`src/rtl/ex_stage.sv`:
```
// ex_stage: execute stage with ALU, 32-step restoring divider and data SRAM request; `EX_MUL_EN adds alu_op 13 = MUL
module ex_stage #(
    parameter int ID_TO_EX_WD  = 146,
    parameter int EX_TO_MEM_WD = 76
) (
    input  logic                    clk,
    input  logic                    rst,
    input  logic [5:0]              stall,
    input  logic [ID_TO_EX_WD-1:0]  id_to_ex_bus,
    output logic [EX_TO_MEM_WD-1:0] ex_to_mem_bus,
    output logic [37:0]             ex_to_id,
    output logic                    data_sram_en,
    output logic [3:0]              data_sram_wen,
    output logic [31:0]             data_sram_addr,
    output logic [31:0]             data_sram_wdata,
    output logic                    stallreq_for_ex
);
    localparam int DIV_CYCLES = 32;

    typedef enum logic [1:0] {IDLE, RUN, DONE} div_state_e;

    div_state_e             state_q, state_d;
    logic [ID_TO_EX_WD-1:0] id_ex_q, id_ex_d;
    logic [31:0]            rem_q, rem_d, quo_q, quo_d, dvs_q, dvs_d, hi_q, hi_d;
    logic [4:0]             cnt_q, cnt_d;
    logic                   nq_q, nq_d, nr_q, nr_d;

    logic [31:0] pc, src1, src2, store_data, alu_res, quo_s, rem_s, ex_result;
    logic [3:0]  alu_op, wen;
    logic [1:0]  div_op;
    logic [4:0]  waddr;
    logic        ram_en, sel_rf_res, rf_we, div_pend, sgn, ge, rf_we_o, ram_en_o;
    logic [32:0] r_sh, diff;
    logic        unused_stall;

    assign {pc, alu_op, div_op, ram_en, wen, sel_rf_res, rf_we, waddr, src1, src2, store_data} = id_ex_q;
    assign unused_stall = ^{stall[5:4], stall[1:0]};

    assign sgn      = div_op == 2'b01;
    assign div_pend = sgn || div_op == 2'b10;
    assign r_sh     = {rem_q, quo_q[31]};
    assign diff     = r_sh - {1'b0, dvs_q};
    assign ge       = !diff[32];
    assign quo_s    = nq_q ? -quo_q : quo_q;
    assign rem_s    = nr_q ? -rem_q : rem_q;

    assign stallreq_for_ex = (state_q == IDLE && div_pend) || state_q == RUN;
    assign rf_we_o         = rf_we && !stallreq_for_ex;
    assign ram_en_o        = ram_en && !stallreq_for_ex;
    assign ex_result       = div_pend ? quo_s : alu_res;

    assign ex_to_mem_bus   = {pc, ram_en_o, wen, sel_rf_res, rf_we_o, waddr, ex_result};
    assign ex_to_id        = {rf_we_o, waddr, ex_result};
    assign data_sram_en    = ram_en_o;
    assign data_sram_wen   = wen;
    assign data_sram_addr  = src1 + src2;
    assign data_sram_wdata = store_data;

    // Input register: a stopped EX feeding a running MEM inserts a bubble
    always_comb begin
        id_ex_d = (stall[2] && !stall[3]) ? '0 : !stall[2] ? id_to_ex_bus : id_ex_q;
    end

    // Single-cycle ALU operations
    always_comb begin
        alu_res = '0;
        case (alu_op)
            4'd0:    alu_res = src1 + src2;
            4'd1:    alu_res = src1 - src2;
            4'd2:    alu_res = src1 & src2;
            4'd3:    alu_res = src1 | src2;
            4'd4:    alu_res = src1 ^ src2;
            4'd5:    alu_res = ~(src1 | src2);
            4'd6:    alu_res = {31'b0, $signed(src1) < $signed(src2)};
            4'd7:    alu_res = {31'b0, src1 < src2};
            4'd8:    alu_res = src2 << src1[4:0];
            4'd9:    alu_res = src2 >> src1[4:0];
            4'd10:   alu_res = $signed(src2) >>> src1[4:0];
            4'd11:   alu_res = {src2[15:0], 16'b0};
            4'd12:   alu_res = hi_q;
`ifdef EX_MUL_EN
            4'd13:   alu_res = src1 * src2;
`endif
            default: alu_res = '0;
        endcase
    end

    // Divider FSM: magnitudes are divided unsigned, signs are applied when presenting the result
    always_comb begin
        state_d = state_q;
        rem_d   = rem_q;
        quo_d   = quo_q;
        dvs_d   = dvs_q;
        cnt_d   = cnt_q;
        nq_d    = nq_q;
        nr_d    = nr_q;
        hi_d    = hi_q;
        case (state_q)
            IDLE: if (div_pend) begin
                if (src2 == '0) begin
                    quo_d   = '0;
                    rem_d   = src1;
                    nq_d    = 1'b0;
                    nr_d    = 1'b0;
                    state_d = DONE;
                end else begin
                    quo_d   = (sgn && src1[31]) ? -src1 : src1;
                    dvs_d   = (sgn && src2[31]) ? -src2 : src2;
                    rem_d   = '0;
                    cnt_d   = '0;
                    nq_d    = sgn && (src1[31] ^ src2[31]);
                    nr_d    = sgn && src1[31];
                    state_d = RUN;
                end
            end
            RUN: begin
                rem_d = ge ? diff[31:0] : r_sh[31:0];
                quo_d = {quo_q[30:0], ge};
                cnt_d = cnt_q + 5'd1;
                if (cnt_q == 5'(DIV_CYCLES - 1)) state_d = DONE;
            end
            DONE: begin
                hi_d = rem_s;
                if (!stall[2]) state_d = IDLE;
            end
            default: state_d = IDLE;
        endcase
    end

    // State registers
    always_ff @(posedge clk) begin
        if (rst) begin
            state_q <= IDLE;
            id_ex_q <= '0;
            rem_q   <= '0;
            quo_q   <= '0;
            dvs_q   <= '0;
            cnt_q   <= '0;
            nq_q    <= 1'b0;
            nr_q    <= 1'b0;
            hi_q    <= '0;
        end else begin
            state_q <= state_d;
            id_ex_q <= id_ex_d;
            rem_q   <= rem_d;
            quo_q   <= quo_d;
            dvs_q   <= dvs_d;
            cnt_q   <= cnt_d;
            nq_q    <= nq_d;
            nr_q    <= nr_d;
            hi_q    <= hi_d;
        end
    end
endmodule

```
`config.mk`:
```
export PLATFORM = sky130hd
export DESIGN_NAME = ex_stage
export DESIGN_NICKNAME = d
export VERILOG_FILES = /design/src/rtl/ex_stage.sv
export SDC_FILE = /design/constraint.sdc
export NUM_CORES = 1
export LEC_CHECK = 0
export ABC_CLOCK_PERIOD_IN_PS = 6400
export CAP_MARGIN = 40
export CORE_MARGIN = 2
export CORE_UTILIZATION = 30
export CTS_CLUSTER_DIAMETER = 120
export DETAILED_ROUTE_END_ITERATION = 8
export PLACE_DENSITY = 0.51
export SYNTH_ARGS = -nofsm -noshare
export SYNTH_HDL_FRONTEND = slang
export SYNTH_SLANG_ARGS = --single-unit
```
`constraint.sdc`:
```
create_clock -name clk -period 6.4 [get_ports clk]
set_input_delay 1.28 -clock clk [delete_from_list [all_inputs] [get_ports clk]]
set_output_delay 1.28 -clock clk [all_outputs]
set_load 0.005 [all_outputs]
```
==> impl_metrics.ini, run 1 <==
[finish]
drive_gt1_share_pct = 10.2
final_common_cell = nor2_1
stdcell_count = 4631
area_growth_pct = 21.4
most-common-layout-cells = nor2_1, clkdlybuf4s50_1, dfxtp_1, mux2i_1, nand2_1
nNetsFinal = 3747
nFillCells = 9014

[timing]
timing.final.crit_period_ns = 6.24
whs_ns = 0.484
clock.fmax_mhz = 160
hold_viol = 0
rsz0062_at_grt = no
fin_crit_sh_pct = 97.5
setup_violations = 0
worst_pin_slew_ns = 0.946
slew-limit-headroom_pct = 36.9
slew_viol_final = 0
fin_skew_ns = 0.0432
setup_tns_ns = 0

[place]
place_hpwl_mm = 99.3
gp_congestion = 1.03
portBuffers = 333
place_inst = 4559

[setup_path]
crit_required_ns = 5.12
startpoint_type = flip-flop
worstSetupPathType = reg2out
worst-path-max-fanout = 16
r2r_slack_ns = 2.12
r2r_cells = 14
reg2reg_from = quo_q[31]$_SDFFE_PP0P_
worstSetupEndpointType = primary output
reg2reg_to = rem_q[3]$_SDFFE_PP0P_
worst_ep_arrival_time_ns = 4.96

[logic_synthesis]
syn-cell-area_um2 = 25700
synthCells = 3310
yosysUniqueCellTypes = 89
synthFlopType = dfxtp_1
synthAdderAreaFrac_pct = 6.80
synth_top_area_share_pct = 22.0
synth-compound-area-share_pct = 23.2
ys_warn_count = 0
syn_avg_cell_area_um2 = 7.77
synth_seq_area_share_pct = 22.0
synth_mux_area_share_pct = 14.3
synth_xor_xnor_area_share_pct = 6.53
synth-edff-count = 0
synth_seq_cells = 283
synth-simple-area-share_pct = 17.5
synth_top_family_by_area = compound AO/OA/AOI/OAI gates
synthArstFlopShare_pct = 0
synth_fp_nets = 3602
synth.area.top_cells = dfxtp_1, mux2i_1, nor2_1, ha_1, mux4_2
yosys.area.top_type = dfxtp_1

[min_path]
holdPathStages = 2
hold_path_end = id_ex_q[107]$_SDFFE_PP0N_
hp-class = reg2reg
min_from = id_ex_q[107]$_SDFFE_PP0N_

[clocking]
worstSkewPairLatency_ns = 0.58
cts.clk_slew.worst_paths_ns = 0.06
cts_sinks = 283
root_buffer = clkbuf_16
htree_levels = 2
cts_tree = done
cts_made_buffers = 38
cts_max_path_buffers = 3

[floorplan]
die_h_um = 297
num_rows = 107
start_util_pct = 30.2
coreArea_um2 = 85100
die_x_um = 297
io-pin-count = 338
dieArea_um2 = 88100

[route]
avgRoutedWirePerCell_um = 27.4
vias = 26900
initialDrtViolationCount = 3099
ant_nets = 0
viasPerCell = 5.80
drc_errors = 0
routed_wl_mm = 127
drt-pass1-iter-count = 8

[run_status]
status = finished clean

[global_route]
grt.total_usage_pct = 27.6
grt_pass1_wl_mm = 182
antenna_found_initial = 10
grt_pass1_vias = 25200
grt.overflow.total = 0
grt_max_degree = 81

[pwr]
powerDensity_nw_per_um2 = 242
ir_drop_v = 0.000198
fin_total_pwr_mw = 7.55
power.leakage_nw = 11.8

[job]
maxCapViolations = 0
kinds of logic after synthesis:
| group | count (synthesis) |
|---|---|
| mux | 283 |
| simple gates | 1002 |
| xor+xnor | 192 |
| buf+inv | 524 |
| compound gates | 888 |
| fa+ha+maj | 138 |
| flops | 283 |
cell type report:
type                    count  area [um2]  share of cell area [%]
diodes                      2        5.00                  0.0160
clock buffers              55        1130                    3.60
clock inverters            15         209                   0.669
inverters                 142         533                    1.71
multi-input cells        2503       17700                    56.5
flip-flops and latches    283        5680                    18.2
well taps                1144        1430                    4.58
repair buffers            487        4590                    14.7
report_power, final:
part | internal, mW | switching, mW | leakage (nW) | total [mW]
Clock | 1.39 | 0.890 | 0.654 | 2.28
Sequential | 1.89 | 0.180 | 2.32 | 2.07
Combinational | 1.33 | 1.86 | 8.78 | 3.19
Yosys cell counts, types with 23 or more instances:
| cell | number |
|---|---|
| a211oi_1 | 131 |
| a21o_1 | 34 |
| a21oi_1 | 188 |
| a221oi_1 | 36 |
| a31oi_1 | 46 |
| buf_1 | 37 |
| buf_2 | 23 |
| buf_4 | 120 |
| clkbuf_1 | 197 |
| dfxtp_1 | 283 |
| ha_1 | 135 |
| inv_1 | 140 |
| mux2i_1 | 205 |
| mux4_2 | 66 |
| nand2_1 | 195 |
| nand3_1 | 41 |
| nor2_1 | 519 |
| nor3_1 | 61 |
| nor4_1 | 25 |
| o211ai_1 | 33 |
| o21ai_0 | 156 |
| o22ai_1 | 33 |
| o31ai_1 | 27 |
| xnor2_1 | 124 |
| xor2_1 | 68 |
metal layers:
layer  global-route usage (%)  up-vias  part of all wire [%]
met5                        0        -                 0.054
met4                     12.0       12                   5.0
met3                     6.18      266                    10
met2                     41.1     1570                    42
met1                     38.0    12900                    43
li1                         -    12200                     -
worst max-delay path, cell delays in order, from the launching register on:
cell             delay, ns
dfxtp_1               0.61
inv_1                 0.28
ha_1                  0.49
buf_4                 0.25
o21ai_0               0.12
o21ai_0               0.12
a211oi_1              0.27
o2111ai_1             0.17
a21oi_1               0.49
o21bai_1              0.18
xnor2_1               0.38
a32oi_1               0.17
o21ai_1               0.29
clkdlybuf4s50_1       0.59
through the flow:
stage               utilization, %  instance area (um2)  setup slack, ns
finish                        36.7                31200            0.158
global placement              34.9                29700            0.602
floorplan                        -                25700             1.06
detailed placement            35.1                29900            0.630
CTS                           36.7                31200           0.0315
global route                  36.7                31200           0.0292
registers in the layout, summed over array words and instances (netlist names):
name     count
quo_q       32
nr_q         1
rem_q       32
cnt_q        5
state_q      2
dvs_q       32
nq_q         1
id_ex_q    146
hi_q        32
worst max-delay path by stage:
| stage | startpoint | endpoint | cells past startpoint |
|---|---|---|---|
| finish | id_ex_q[54]$_SDFFE_PP0N_ | ex_to_id[29] | 13 |
| global route | id_ex_q[50]$_SDFFE_PP0N_ | ex_to_id[24] | 13 |
| CTS | id_ex_q[64]$_SDFFE_PP0N_ | ex_to_id[0] | 14 |
| detailed placement | id_ex_q[55]$_SDFFE_PP0N_ | data_sram_addr[30] | 12 |
| global placement | id_ex_q[55]$_SDFFE_PP0N_ | data_sram_addr[30] | 12 |
| floorplan | id_ex_q[64]$_SDFFE_PP0N_ | ex_to_mem_bus[30] | 17 |
repair_timing:
action | CTS | global route
buffers inserted | 0 | 0
endpoints found under the hold margin | 0 | 0
gates resized for setup | 1 | 3
endpoints found under the setup margin | 1 | 7
hold buffers | 0 | 0
No activity file was read; power rests on OpenSTA's default activity.
==> run 2, diff against run 1 <==
CORE_ASPECT_RATIO = 2   (was not set)
CORE_UTILIZATION = 25   (was 30)
PLACE_DENSITY = 0.44   (was 0.51)
SLEW_MARGIN = 5   (was not set)
==> impl_metrics.ini, run 2 (synthesis gave the netlist of run 1 again) <==
[floorplan]
die_h_um = 458
dieArea_um2 = 106000
io-pin-count = 338
die_x_um = 231
start_util_pct = 25.2
coreArea_um2 = 102000
num_rows = 166

[clocking]
worstSkewPairLatency_ns = 0.65
cts_max_path_buffers = 3
htree_levels = 2
cts_tree = done
cts_made_buffers = 34
cts.clk_slew.worst_paths_ns = 0.06
root_buffer = clkbuf_16
cts_sinks = 283
hold_buffers = 0

[finish]
multiInputGateArea_um2 = 17700
drive_gt1_share_pct = 11.3
most-common-layout-cells = nor2_1, clkdlybuf4s50_1, dfxtp_1, mux2i_1, nand2_1
final_common_cell = nor2_1
nFillCells = 11200
ff_latch_area_um2 = 5680
area_growth_pct = 23.2
largest_register_ff_count = 146
stdcell_count = 4863
nNetsFinal = 3784
top_register = id_ex_q

[route]
drt-pass1-iter-count = 6
vias = 27200
ant_nets = 0
drc_errors = 0
initialDrtViolationCount = 2017
routed_wl_mm = 158
viasPerCell = 5.60
avgRoutedWirePerCell_um = 32.6

[setup_path]
r2r_slack_ns = 1.80
reg2reg_to = rem_q[18]$_SDFFE_PP0P_
reg2reg_from = quo_q[31]$_SDFFE_PP0P_
r2r_cells = 14
crit_path_end = ex_to_mem_bus[27]
crit_start = id_ex_q[73]$_SDFFE_PP0N_
worstSetupEndpointType = primary output
startpoint_type = flip-flop
worst-path-max-fanout = 9
worstSetupPathType = reg2out
worst_ep_arrival_time_ns = 4.99
crit_required_ns = 5.12

[timing]
setup_violations = 0
setup_slack_ns = 0.126
setup_tns_ns = 0
fin_crit_sh_pct = 98.0
hold_viol = 0
clock.fmax_mhz = 159
timing.final.crit_period_ns = 6.27
worst_pin_slew_ns = 0.979
fin_skew_ns = 0.0700
rsz0062_at_grt = no
slew-limit-headroom_pct = 34.7
slew_viol_final = 0

[global_route]
grt.total_usage_pct = 29.5
grt_max_degree = 103
grt_pass1_wl_mm = 219
grt.overflow.total = 0
grt_pass1_vias = 27400
antenna_found_initial = 5

[min_path]
hp-class = reg2reg

[place]
place_ws_ns = 0.522
portBuffers = 333
place_inst = 4792
gp_congestion = 1.05
place_hpwl_mm = 121

[pwr]
power.leakage_nw = 11.9
ir_drop_v = 0.000215
powerDensity_nw_per_um2 = 243

[run_status]
status = finished clean

[job]
maxCapViolations = 0
[run 2: changes by cell type in the layout (fill, tap and decap cells not counted), sizes merged]
cell	previous run	this run
inv	145	143
clkbuf	55	48
buf	156	197
[run 2: how the worst min path moves through the flow]
stage	cells after the start	slack [ns]	startpoint	to
6_report	2	0.48	hi_q[26]$_SDFFE_PP0N_	hi_q[26]$_SDFFE_PP0N_
5_1_grt	2	0.52	dvs_q[6]$_SDFFE_PP0P_	dvs_q[6]$_SDFFE_PP0P_
4_1_cts	2	0.48	hi_q[26]$_SDFFE_PP0N_	hi_q[26]$_SDFFE_PP0N_
3_5_place_dp	2	0.47	hi_q[26]$_SDFFE_PP0N_	hi_q[26]$_SDFFE_PP0N_
3_3_place_gp	2	0.46	dvs_q[31]$_SDFFE_PP0P_	dvs_q[31]$_SDFFE_PP0P_
2_1_floorplan	2	0.43	hi_q[30]$_SDFFE_PP0N_	hi_q[30]$_SDFFE_PP0N_
[run 2: cell type report]
| class | count | share of cell area, % |
|---|---|---|
| sequential | 283 | 17.9 |
| clock inverter | 13 | 0.691 |
| timing repair buffer | 528 | 15.5 |
| multi-input combinational | 2503 | 55.9 |
| clock buffer | 48 | 3.01 |
| tap | 1344 | 5.30 |
| antenna | 2 | 0.0158 |
| inverter | 142 | 1.69 |
[run 2: power breakdown]
| part | internal, mW | leakage [nW] | switching, mW |
|---|---|---|---|
| clock | 1.22 | 0.568 | 0.939 |
| sequential | 1.89 | 2.32 | 0.183 |
| combinational | 1.37 | 8.98 | 2.08 |
| total | 4.48 | 11.9 | 3.21 |
[run 2: per-layer routing]
layer / GRT usage (%) / share of wire, %
met5: 0 / 0.015
met4: 29.1 / 12
met3: 4.46 / 5.1
met2: 52.5 / 50
met1: 28.5 / 33
[run 2: timing repair]
| action | 4_1_cts | 5_1_grt |
|---|---|---|
| pin swaps | 0 | 1 |
| setup buffers | 0 | 2 |
| gates resized for setup | 11 | 12 |
| hold endpoints to repair | 0 | 0 |
| setup endpoints to repair | 10 | 17 |
[run 2: worst max-delay path, cell delays in order (launching register included)]
cell and delay, ns:
dfxtp_1 0.31, inv_1 0.47, ha_1 0.47, nand4_1 0.33, nor4_1 0.10, or2_2 0.37
o21a_1 0.28, a21oi_1 0.43, xnor2_1 0.22, a21o_1 0.29, a211oi_1 0.09, o22ai_1 0.39
clkdlybuf4s50_1 0.59
[run 2: per-stage QoR]
step | power [mW] | hold WS (ns) | area (um2) | util, %
after global routing | 8.05 | 0.517 | 31700 | 31.0
after global placement | 5.47 | 0.460 | 30200 | 29.6
final | 7.69 | 0.484 | 31700 | 31.0
after detailed placement | 5.49 | 0.474 | 30400 | 29.7
after CTS | 7.69 | 0.483 | 31600 | 30.9
after floorplan | 4.13 | 0.431 | 25700 | -
